### src/rtl/buzzer_pkg.sv
// Shared types and default constants for the buzzer tone mixer.
// Holds the tone FSM state type, the channel count limit and default channel tables.
package buzzer_pkg;

    localparam int MAX_CH = 8;

    // Default per-channel sound lengths and tone half-periods (game_clk cycles).
    localparam logic [5:0] DEF_DUR_CH0 = 6'd31;
    localparam logic [5:0] DEF_DUR_CH1 = 6'd63;
    localparam logic [7:0] DEF_HP_CH0  = 8'd4;
    localparam logic [7:0] DEF_HP_CH1  = 8'd8;

    typedef enum logic {
        IDLE,
        PLAY
    } tone_state_t;

endpackage

### src/rtl/buzzer_channel_timer.sv
// One event channel: reloadable duration counter with a registered active flag.
// active_next exposes the flag's next value so the mixer can react on the same edge.
module buzzer_channel_timer
    import buzzer_pkg::*;
#(
    parameter int               DUR_W    = 6,
    parameter logic [DUR_W-1:0] DURATION = DEF_DUR_CH0
) (
    input  logic game_clk,
    input  logic game_rst_n,
    input  logic trig,
    output logic active_next,
    output logic active
);

    logic [DUR_W-1:0] cnt_reg;
    logic [DUR_W-1:0] cnt_next;
    logic             active_reg;

    // A trigger always wins over expiry, so a retrigger on the last cycle extends seamlessly.
    always_comb begin
        cnt_next    = cnt_reg;
        active_next = active_reg;
        if (trig && (DURATION != '0)) begin
            cnt_next    = DURATION;
            active_next = 1'b1;
        end else if (active_reg) begin
            if (cnt_reg == DUR_W'(1)) begin
                cnt_next    = '0;
                active_next = 1'b0;
            end else begin
                cnt_next = cnt_reg - DUR_W'(1);
            end
        end
    end

    always_ff @(posedge game_clk or negedge game_rst_n) begin
        if (!game_rst_n) begin
            cnt_reg    <= '0;
            active_reg <= 1'b0;
        end else begin
            cnt_reg    <= cnt_next;
            active_reg <= active_next;
        end
    end

    assign active = active_reg;

endmodule

### src/rtl/buzzer_tone_mixer.sv
// Multi-channel buzzer: per-channel timers, lowest-index priority select and a
// square-wave divider driven by a two-state tone FSM. All outputs are registered.
module buzzer_tone_mixer
    import buzzer_pkg::*;
#(
    parameter int                      NUM_CH         = 2,
    parameter int                      DUR_W          = 6,
    parameter int                      DIV_W          = 8,
    parameter logic [NUM_CH*DUR_W-1:0] CH_DURATION    = {DEF_DUR_CH0, DEF_DUR_CH1},
    parameter logic [NUM_CH*DIV_W-1:0] CH_HALF_PERIOD = {DEF_HP_CH0, DEF_HP_CH1},
    localparam int                     AW             = (NUM_CH > 1) ? $clog2(NUM_CH) : 1
) (
    input  logic              game_clk,
    input  logic              game_rst_n,
    input  logic [NUM_CH-1:0] trig,
    input  logic              mute,
    output logic              buzzer,
    output logic              busy,
    output logic [NUM_CH-1:0] ch_active,
    output logic [AW-1:0]     active_ch
);

    // Channel tables are listed leftmost-first: channel 0 occupies the top slice.
    logic [NUM_CH-1:0] act_next;

    generate
        for (genvar gi = 0; gi < NUM_CH; gi++) begin : g_ch
            buzzer_channel_timer #(
                .DUR_W    (DUR_W),
                .DURATION (CH_DURATION[(NUM_CH-1-gi)*DUR_W +: DUR_W])
            ) u_timer (
                .game_clk    (game_clk),
                .game_rst_n  (game_rst_n),
                .trig        (trig[gi]),
                .active_next (act_next[gi]),
                .active      (ch_active[gi])
            );
        end
    endgenerate

    tone_state_t      state_reg;
    tone_state_t      state_next;
    logic [DIV_W-1:0] div_reg;
    logic [DIV_W-1:0] div_next;
    logic             tone_reg;
    logic             tone_next;
    logic             buzzer_reg;
    logic             busy_reg;
    logic [AW-1:0]    active_ch_reg;
    logic [AW-1:0]    winner_next;
    logic [DIV_W-1:0] half_sel;
    logic             any_next;

    assign any_next = |act_next;

    always_comb begin
        winner_next = '0;
        for (int i = NUM_CH - 1; i >= 0; i--) begin
            if (act_next[i]) begin
                winner_next = AW'(i);
            end
        end
    end

    always_comb begin
        half_sel = '0;
        for (int i = 0; i < NUM_CH; i++) begin
            if (winner_next == AW'(i)) begin
                half_sel = CH_HALF_PERIOD[(NUM_CH-1-i)*DIV_W +: DIV_W];
            end
        end
        if (half_sel == '0) begin
            half_sel = DIV_W'(1);
        end
    end

    // A new winner restarts the waveform low; the same winner keeps its phase.
    always_comb begin
        state_next = state_reg;
        div_next   = div_reg;
        tone_next  = tone_reg;
        case (state_reg)
            IDLE: begin
                div_next  = '0;
                tone_next = 1'b0;
                if (any_next) begin
                    state_next = PLAY;
                end
            end
            PLAY: begin
                if (!any_next) begin
                    state_next = IDLE;
                    div_next   = '0;
                    tone_next  = 1'b0;
                end else if (winner_next != active_ch_reg) begin
                    div_next  = '0;
                    tone_next = 1'b0;
                end else if (div_reg == (half_sel - DIV_W'(1))) begin
                    div_next  = '0;
                    tone_next = ~tone_reg;
                end else begin
                    div_next = div_reg + DIV_W'(1);
                end
            end
            default: begin
                state_next = IDLE;
                div_next   = '0;
                tone_next  = 1'b0;
            end
        endcase
    end

    always_ff @(posedge game_clk or negedge game_rst_n) begin
        if (!game_rst_n) begin
            state_reg     <= IDLE;
            div_reg       <= '0;
            tone_reg      <= 1'b0;
            buzzer_reg    <= 1'b0;
            busy_reg      <= 1'b0;
            active_ch_reg <= '0;
        end else begin
            state_reg     <= state_next;
            div_reg       <= div_next;
            tone_reg      <= tone_next;
            buzzer_reg    <= tone_next & ~mute;
            busy_reg      <= any_next;
            active_ch_reg <= winner_next;
        end
    end

    assign buzzer    = buzzer_reg;
    assign busy      = busy_reg;
    assign active_ch = active_ch_reg;

endmodule

### config.mk
export PLATFORM = sky130hd
export DESIGN_NAME = buzzer_tone_mixer
export DESIGN_NICKNAME = d
export VERILOG_FILES = /design/src/rtl/buzzer_pkg.sv /design/src/rtl/buzzer_channel_timer.sv /design/src/rtl/buzzer_tone_mixer.sv
export SDC_FILE = /design/constraint.sdc
export NUM_CORES = 1
export LEC_CHECK = 0
export CAP_MARGIN = 20
export CORE_AREA = 2 2 48 59
export CTS_CLUSTER_DIAMETER = 100
export CTS_CLUSTER_SIZE = 20
export DETAILED_ROUTE_END_ITERATION = 10
export DIE_AREA = 0 0 50 61
export PLACE_DENSITY = 0.73
export SYNTH_ARGS = -nofsm -noshare
export SYNTH_HDL_FRONTEND = slang
export SYNTH_SLANG_ARGS = --single-unit
### constraint.sdc
create_clock -name game_clk -period 2.05 [get_ports game_clk]
set_input_delay 0.5125 -clock game_clk [delete_from_list [all_inputs] [get_ports game_clk]]
set_output_delay 0.5125 -clock game_clk [all_outputs]
set_load 0.05 [all_outputs]
==> run_results.csv <==
group,metric,value,unit
timing,rsz0062_at_grt,"false",
clocking,cts_sinks,26,
placement,gp_congestion,0.751,
finish,diodes,0,
placement,io_buffers,9,
synthesis,ys_ff_latch,26,
placement,dp_hpwl,1810,um
synthesis,syn_nets,145,
detailed_routing,wl_per_cell,13.1,um
detailed_routing,drc,0,
die,start_util,0.532,
setup_path,crit_start,"buzzer$_DFF_PN0_",
global_route,grt_pass1_vias,1044,
clocking,clk_pin_slew,0.14,ns
setup_path,r2r_cells,6,
timing,hold_ws,0.476,ns
timing,hold_viol,0,
setup_path,crit_cells,1,
setup_path,criticalPathCategory,"flop to primary output",
setup_path,cp-end-kind,"primary output",
die,row_count,20,
power_and_ir_drop,power,1.26,mW
setup_path,r2r-end,"buzzer$_DFF_PN0_",
global_route,antenna_found_initial,0,
synthesis,synthFlopType,"dfrtp_1",
global_route,gr-total-overflow,0,
die,ioPinCount,10,
clocking,holdBufCountCts,0,
synthesis,yosys_warnings,0,
die,die-area,0.00305,sq mm
setup_path,crit_chain,"clkdlybuf4s50_1",
synthesis,syn_avg_cell_area,9.76,sq um
timing,finalCritPeriodShare,0.971,
finish,areaGrowthSynthToFinish,15.3,%
clocking,cts_tree,"yes",
clocking,cts_root_buffer,"clkbuf_4",
placement,dp_slack,-0.191,ns
detailed_routing,firstDrtPassIters,4,
setup_path,rrSetupSlack,0.10,ns
setup_path,cp.required,1.54,ns
setup_path,cp_top_family,"buffers and inverters",
setup_path,r2r_start,"div_reg[0]$_DFF_PN0_",
synthesis,synth_cells,135,
power_and_ir_drop,power_leakage,0.673,nW
clocking,clk_latency,0.32,ns
timing,finalMaxSlewViolations,0,
setup_path,start_kind,"flop",
setup_path,arrival,1.48,ns
die,die_w,50,um
min_path,worstHoldPathType,"flop to flop",
synthesis,synth_area_leader_cell,"dfrtp_1",
timing,worst-slew-pin-transition,0.504,ns
synthesis,synth_edf_count,0,
run,maxCapViolations,0,
timing,setup_viol_count_final,0,
power_and_ir_drop,power-per-cell-area,827,mW/mm^2
die,core-area,0.00248,sq mm
setup_path,cp.buffers_inverters,1,
detailed_routing,vias,1003,
synthesis,synthArstFlopShare,1.00,
clocking,htreeDepth,1,
clocking,cts.path.max_buffers,2,
status,outcome,"finished, final reports clean",
power_and_ir_drop,ir_drop,0.560,mV
timing,period_minus_slack,1.99,ns
timing,fmax,502,MHz
synthesis,synth_area_leaders,"dfrtp_1 (49%), nor2_1 (5.7%), ha_1 (4.7%), nand2_1 (3.1%), nand3_1 (2.7%)",
global_route,grt_pass1_wl,4390,um
detailed_routing,totalWireLength,2420,um
setup_path,slowest_delay,0.80,ns
synthesis,ys_seq_area_frac,0.494,
synthesis,synthTopCellsByCount,"dfrtp_1 (26), nor2_1 (20), nand2_1 (11)",
detailed_routing,viasPerCell,5.45,
synthesis,synth.distinct_cells,37,
global_route,grt_util_all_layers,0.192,
setup_path,endpoint,"buzzer",
timing,fin_ws,0.0584,ns
finish,layout-drive-gt1-share,0.146,
setup_path,crit_fanout,1,
synthesis,synth_top_area_frac,0.494,
detailed_routing,drtIter0Drc,32,
timing,skew,0.00902,ns
setup_path,cp_slowest_cell,"clkdlybuf4s50_1",
timing,maxSlewHeadroom,0.664,
clocking,cts_buffers,3,
synthesis,yosysMostFrequentCell,"dfrtp_1",
finish,largest_reg_flops,12,
synthesis,syn_area,0.00132,sq mm
global_route,grt_max_degree,27,
finish,nets,162,
detailed_routing,antenna_left,0,
die,die_h,61,um
==> metal layers <==
| layer | global-route usage | vias up | part of all wire |
|---|---|---|---|
| met5 | 0 | - | 0 |
| met4 | 0.0873 | 0 | 0.018 |
| met3 | 0.0296 | 5 | 0.034 |
| met2 | 0.338 | 21 | 0.50 |
| met1 | 0.234 | 482 | 0.44 |
| li1 | - | 495 | - |
==> report_power, final <==
part           switching [mW]  total (mW)  internal (mW)
Clock                   0.151       0.260          0.109
Sequential             0.0968       0.706          0.609
Combinational           0.151       0.291          0.140
==> placed cells by master, fill, tap and decap left out, types with 3 or more instances in the layout <==
cell type,count
nand2b_1,3
a211o_1,3
nand2_1,11
a21oi_1,6
nand3_1,7
o21ai_0,4
xor2_1,3
a31oi_1,4
ha_1,5
xnor2_1,4
clkbuf_4,3
buf_4,9
dfrtp_1,26
nor2_1,20
inv_1,9
clkdlybuf4s50_1,5
or2_2,3
==> stage by stage <==
stage / util / setup TNS, ns / area (sq um) / std cells
after floorplan: - / 0 / 1320 / 135
after global placement: 0.594 / -0.717 / 1470 / 180
after detailed placement: 0.594 / -1.44 / 1470 / 180
after CTS: 0.609 / 0 / 1510 / 184
after global routing: 0.613 / 0 / 1520 / 184
final: 0.613 / 0 / 1520 / 184
==> final cells by class <==
| cell class | count | area (sq um) |
|---|---|---|
| Tap cell | 33 | 41.3 |
| Inverter | 9 | 33.8 |
| Sequential cell | 26 | 651 |
| Multi-Input combinational cell | 96 | 614 |
| Clock buffer | 4 | 36.3 |
| Timing Repair Buffer | 16 | 143 |
| Fill cell | 215 | 958 |
==> how the worst min path moves through the flow <==
| stage | from | end | slack [ns] | depth (start not counted) |
|---|---|---|---|---|
| after floorplan | game_rst_n | active_ch$_DFF_PN0_ | 0.22 | 0 |
| after global placement | div_reg[0]$_DFF_PN0_ | div_reg[0]$_DFF_PN0_ | 0.45 | 1 |
| after detailed placement | div_reg[0]$_DFF_PN0_ | div_reg[0]$_DFF_PN0_ | 0.46 | 1 |
| after CTS | div_reg[0]$_DFF_PN0_ | div_reg[0]$_DFF_PN0_ | 0.48 | 1 |
| after global routing | div_reg[0]$_DFF_PN0_ | div_reg[0]$_DFF_PN0_ | 0.49 | 1 |
| final | div_reg[0]$_DFF_PN0_ | div_reg[0]$_DFF_PN0_ | 0.48 | 1 |
==> logic make-up after synthesis <==
family,count (synthesis),synth area share
muxes,1,0.00760
adders and majority gates,5,0.0475
DFF,26,0.494
and+or+nand+nor,57,0.228
buffers and inverters,13,0.0446
AOI/OAI and AO/OA,26,0.132
xor gates and xnor gates,7,0.0465
==> what timing repair did <==
item | 4_1_cts | 5_1_grt
gates resized for setup | 0 | 3
endpoints found under the setup margin | 0 | 8
setup buffers | 0 | 0
No activity file was read; power rests on OpenSTA's default activity.
==> variant 1, RTL diff (same settings) <==
Add an input register stage for `trig` and `mute`; this delays them by one clock.
--- a/src/rtl/buzzer_tone_mixer.sv
+++ b/src/rtl/buzzer_tone_mixer.sv
@@ -22,2 +22,10 @@
 
+    logic [NUM_CH-1:0] trig_q;
+    logic mute_q;
+
+    always_ff @(posedge game_clk) begin
+        trig_q <= trig;
+        mute_q <= mute;
+    end
+
     // Channel tables are listed leftmost-first: channel 0 occupies the top slice.
@@ -33,3 +41,3 @@
                 .game_rst_n  (game_rst_n),
-                .trig        (trig[gi]),
+                .trig        (trig_q[gi]),
                 .active_next (act_next[gi]),
@@ -124,3 +132,3 @@
             tone_reg      <= tone_next;
-            buzzer_reg    <= tone_next & ~mute;
+            buzzer_reg    <= tone_next & ~mute_q;
             busy_reg      <= any_next;
Formal check against the unedited RTL: not equivalent (Yosys sat finds a counterexample within 4 cycles, from zero or initial values and one cycle with game_rst_n low).
==> variant 1 against the unedited design <==
  * Synthesized area rose by 4.6%
  * Setup slack improved by 40 ps
  * Routed wire length fell by 3.0%
  * Sequential cell count rose by 3
  * Maximum frequency rose by 2.1%
  * Power rose by 21%
  * Cell area rose by 4.3%
  * Die area did not move
==> variant 1: results (changes against the unedited design) <==
Global route
  – First-pass GRT wire length: 4110 µm (was 4390 µm)
  – Total track usage: 0.181 (was 0.192)
  – M3 GR Usage: 0.0690 (was 0.0296)

Layout
  – Final core utilization: 0.639 (was 0.613)
  – Filler instances: 187 (was 215)
  – Multi-input combinational cell area: 608 µm² (was 614 µm²)
  – Non-clock buffering overhead: 0.0664 (was 0.0939)
  – Clock buffer count: 7 (was 4)
  – FF/Latch Area: 711 µm² (was 651 µm²)
  – Share of layout cells above drive strength 1: 0.124 (was 0.146)
  – Non-Filler Instances: 186 (was 184)

Synth
  – Syn_nets: 148 (was 145)
  – Top cells by area, synth: dfrtp_1 47%, nor2_1 5.4%, ha_1 4.5% (was dfrtp_1 49%, nor2_1 5.7%, ha_1 4.7%)
  – Cell variety after synth: 38 (was 37)
  – XOR/XNOR Fraction of Synth Area: 0.0445 (was 0.0465)
  – Fraction of registers with async set/reset: 0.897 (was 1.00)
  – Mux cell area share after synthesis: 0.00727 (was 0.00760)
  – Synth Area in Compound Gates: 0.126 (was 0.132)
  – Post-synthesis sequential element count: 29 (was 26)
  – Post-Synth Adder-Cell Area: 0.0454 (was 0.0475)
  – Sequential-to-total area share from yosys stat: 0.516 (was 0.494)

Route
  – Detail Route met3 WL: 138 µm (was 83 µm)
  – Wire per inst: 12.6 µm (was 13.1 µm)
  – DRT iter0 DRCs: 23 (was 32)
  – Routed vias: 1,034 (was 1,003)
  – DR pass1 iterations: 5 (was 4)
  – Wire length on met2: 1170 µm (was 1220 µm)

Power
  – P_leak: 0.703 nW (was 0.673 nW)
  – Switch share: 0.279 (was 0.318)
  – Clock share of power: 0.318 (was 0.207)
  – Reg power frac: 0.499 (was 0.562)
  – Peak VDD IR: 0.651 mV (was 0.560 mV)

Critical path
  – Crit path arrival time: 1440 ps (was 1480 ps)

Place
  – Port Buffers: 9 (unchanged)
  – Area after DPL: 1490 µm² (was 1470 µm²)
  – Dpl cells: 178 (was 180)
  – Half-perimeter wire length after placement: 1680 µm (was 1810 µm)
  – Pre-CTS WS: 143 ps (was -191 ps)

Run status
  – Status: complete, no violations (unchanged)

Timing
  – Worst slew pin tran: 508 ps (was 504 ps)
  – Skew final: 6.34 ps (was 9.02 ps)

Clock network
  – Clock-pin slew on the worst setup and hold paths: 90 ps (was 140 ps)
variant 1: cell types whose count changed after synthesis, sizes merged:
cell / before / now
dfxtp: 0 / 3
variant 1: timing repair:
action,CTS,global route
resized for setup,0,2
endpoints found under the hold margin,0,0
endpoints found under the setup margin,0,2
hold buffers,0,0
variant 1: path summary, 6_finish.rpt:
| path | start | to | slack [ps] | cells after the start |
|---|---|---|---|---|
| hold reg to reg | mute_q$_DFF_P_ | buzzer$_DFF_PN0_ | 400 | 1 |
| hold / removal | mute_q$_DFF_P_ | buzzer$_DFF_PN0_ | 400 | 1 |
| setup reg to reg | div_reg[0]$_DFF_PN0_ | buzzer$_DFF_PN0_ | 140 | 6 |
| min in group asynchronous | game_rst_n | div_reg[1]$_DFF_PN0_ | 550 | 2 |
| max in group asynchronous | game_rst_n | div_reg[7]$_DFF_PN0_ | 1240 | 2 |
| setup / recovery | buzzer$_DFF_PN0_ | buzzer | 100 | 1 |
==> variant 2, RTL diff (config.mk and constraints unchanged) <==
Made on the original files. The parameter `DIV_W` goes from 8 to 12.
--- a/src/rtl/buzzer_tone_mixer.sv
+++ b/src/rtl/buzzer_tone_mixer.sv
@@ -7,3 +7,3 @@
     parameter int                      DUR_W          = 6,
-    parameter int                      DIV_W          = 8,
+    parameter int                      DIV_W          = 12,
     parameter logic [NUM_CH*DUR_W-1:0] CH_DURATION    = {DEF_DUR_CH0, DEF_DUR_CH1},
Behaviour: not the same (Yosys sat finds a counterexample within 4 cycles, from zero or initial values and one cycle with game_rst_n low).
==> variant 2 against the unedited design <==
  * Synthesized cell count increased by 12%
  * Power up 17%
  * Synthesized area up 15%
  * Sequential cell count rose by 4
  * Cell area grew 18%
  * Highest routed layer unchanged
  * Count of clock-buffer cells in the layout up 3
  * Die area is the same
  * Setup slack hardly changed
  * Combinational power up 15%
  * Routed wire length rose by 15%
  * Largest cell class unchanged
==> variant 2: results (changes against the unedited design) <==
Layout
  – Multi-input logic cell count: 107 (was 96)
  – Sequential share of cell area: 0.420 (was 0.428)
  – Final nets: 184 (was 162)
  – Clock network area share: 0.0252 (was 0.0239)
  – Share of layout cells above drive strength 1: 0.172 (was 0.146)
  – Clock buffer count: 7 (was 4)
  – Multi-input combinational area share: 0.414 (was 0.404)
  – Non-clock buffering overhead: 0.0966 (was 0.0939)
  – Final sequential cell count: 30 (was 26)
  – Filler instances: 181 (was 215)

Synth
  – Sequential-to-total area share from yosys stat: 0.497 (was 0.494)
  – Post-Synth Adder-Cell Area: 0.0414 (was 0.0475)
  – Synth Warn #: 0 (unchanged)
  – Mux cell area share after synthesis: 0.0141 (was 0.00760)
  – XOR/XNOR Fraction of Synth Area: 0.0579 (was 0.0465)
  – Syn_nets: 161 (was 145)
  – Post-synth top cells: 30 x dfrtp_1, 18 x nor2_1, 15 x nand2_1, 10 x inv_1, 7 x a21oi_1 (was 26 x dfrtp_1, 20 x nor2_1, 11 x nand2_1, 9 x inv_1, 7 x nand3_1)

Global route
  – M3 GR Usage: 0.0690 (was 0.0296)
  – Total track usage: 0.209 (was 0.192)
  – Largest net degree at the start of global routing: 31 (was 27)
  – First-pass GRT wire length: 4730 µm (was 4390 µm)
  – Vias in the first global route: 1,137 (was 1,044)

Clock network
  – H-tree Lvls: 2 (was 1)
  – Clock-pin slew on the worst setup and hold paths: 90 ps (was 140 ps)
  – Clock root buffer: clkbuf_4 (unchanged)
  – Num CTS Buffers: 5 (was 3)
  – Post-CTS Setup Bufs: 0 (unchanged)

Worst hold path
  – Hold Path Sink: g_ch[0].u_timer.cnt_reg[5]$_DFFE_PN0P_ (was div_reg[0]$_DFF_PN0_)
  – Hold path startpoint: g_ch[0].u_timer.cnt_reg[5]$_DFFE_PN0P_ (was div_reg[0]$_DFF_PN0_)

Critical path
  – Cell count of the worst reg-to-reg path: 7 (was 6)
  – Max Fanout on Critical Path: 3 (was 1)
  – R2R Path Start: g_ch[1].u_timer.cnt_reg[1]$_DFFE_PN0P_ (was div_reg[0]$_DFF_PN0_)

Power
  – P_leak: 0.827 nW (was 0.673 nW)
  – Peak VDD IR: 0.847 mV (was 0.560 mV)
  – Seq power: 0.000817 W (was 0.000706 W)

Run status
  – Status: complete, no violations (unchanged)

Route
  – Routed WL: 2780 µm (was 2420 µm)
  – DR pass1 iterations: 4 (unchanged)
  – DRT iter0 DRCs: 15 (was 32)
  – Metal-1 WL: 1230 µm (was 1070 µm)
  – Wire length on met2: 1410 µm (was 1220 µm)

Place
  – RePlAce Congestion: 0.761 (was 0.751)

Timing
  – Hold_ws: 522 ps (was 476 ps)
-- variant 2: per-stage QoR --
stage | setup slack, ps | cell area [µm²] | instances | utilization | power [W]
after floorplan | 75.6 | 1510 | 151 | - | 0.00101
after global placement | -298 | 1690 | 199 | 0.681 | 0.00110
after detailed placement | -308 | 1690 | 199 | 0.681 | 0.00111
after CTS | 12.9 | 1730 | 206 | 0.699 | 0.00143
after global routing | 11.8 | 1790 | 207 | 0.721 | 0.00157
final | 58.4 | 1790 | 207 | 0.721 | 0.00147
-- variant 2: worst max-delay path by stage --
stage                                           startpoint          endpoint
floorplan           g_ch[1].u_timer.cnt_reg[0]$_DFFE_PN0P_  buzzer$_DFF_PN0_
global placement                                   trig[1]  buzzer$_DFF_PN0_
detailed placement                                 trig[1]  buzzer$_DFF_PN0_
CTS                                                trig[1]  buzzer$_DFF_PN0_
global route                                busy$_DFF_PN0_              busy
finish                                      busy$_DFF_PN0_              busy
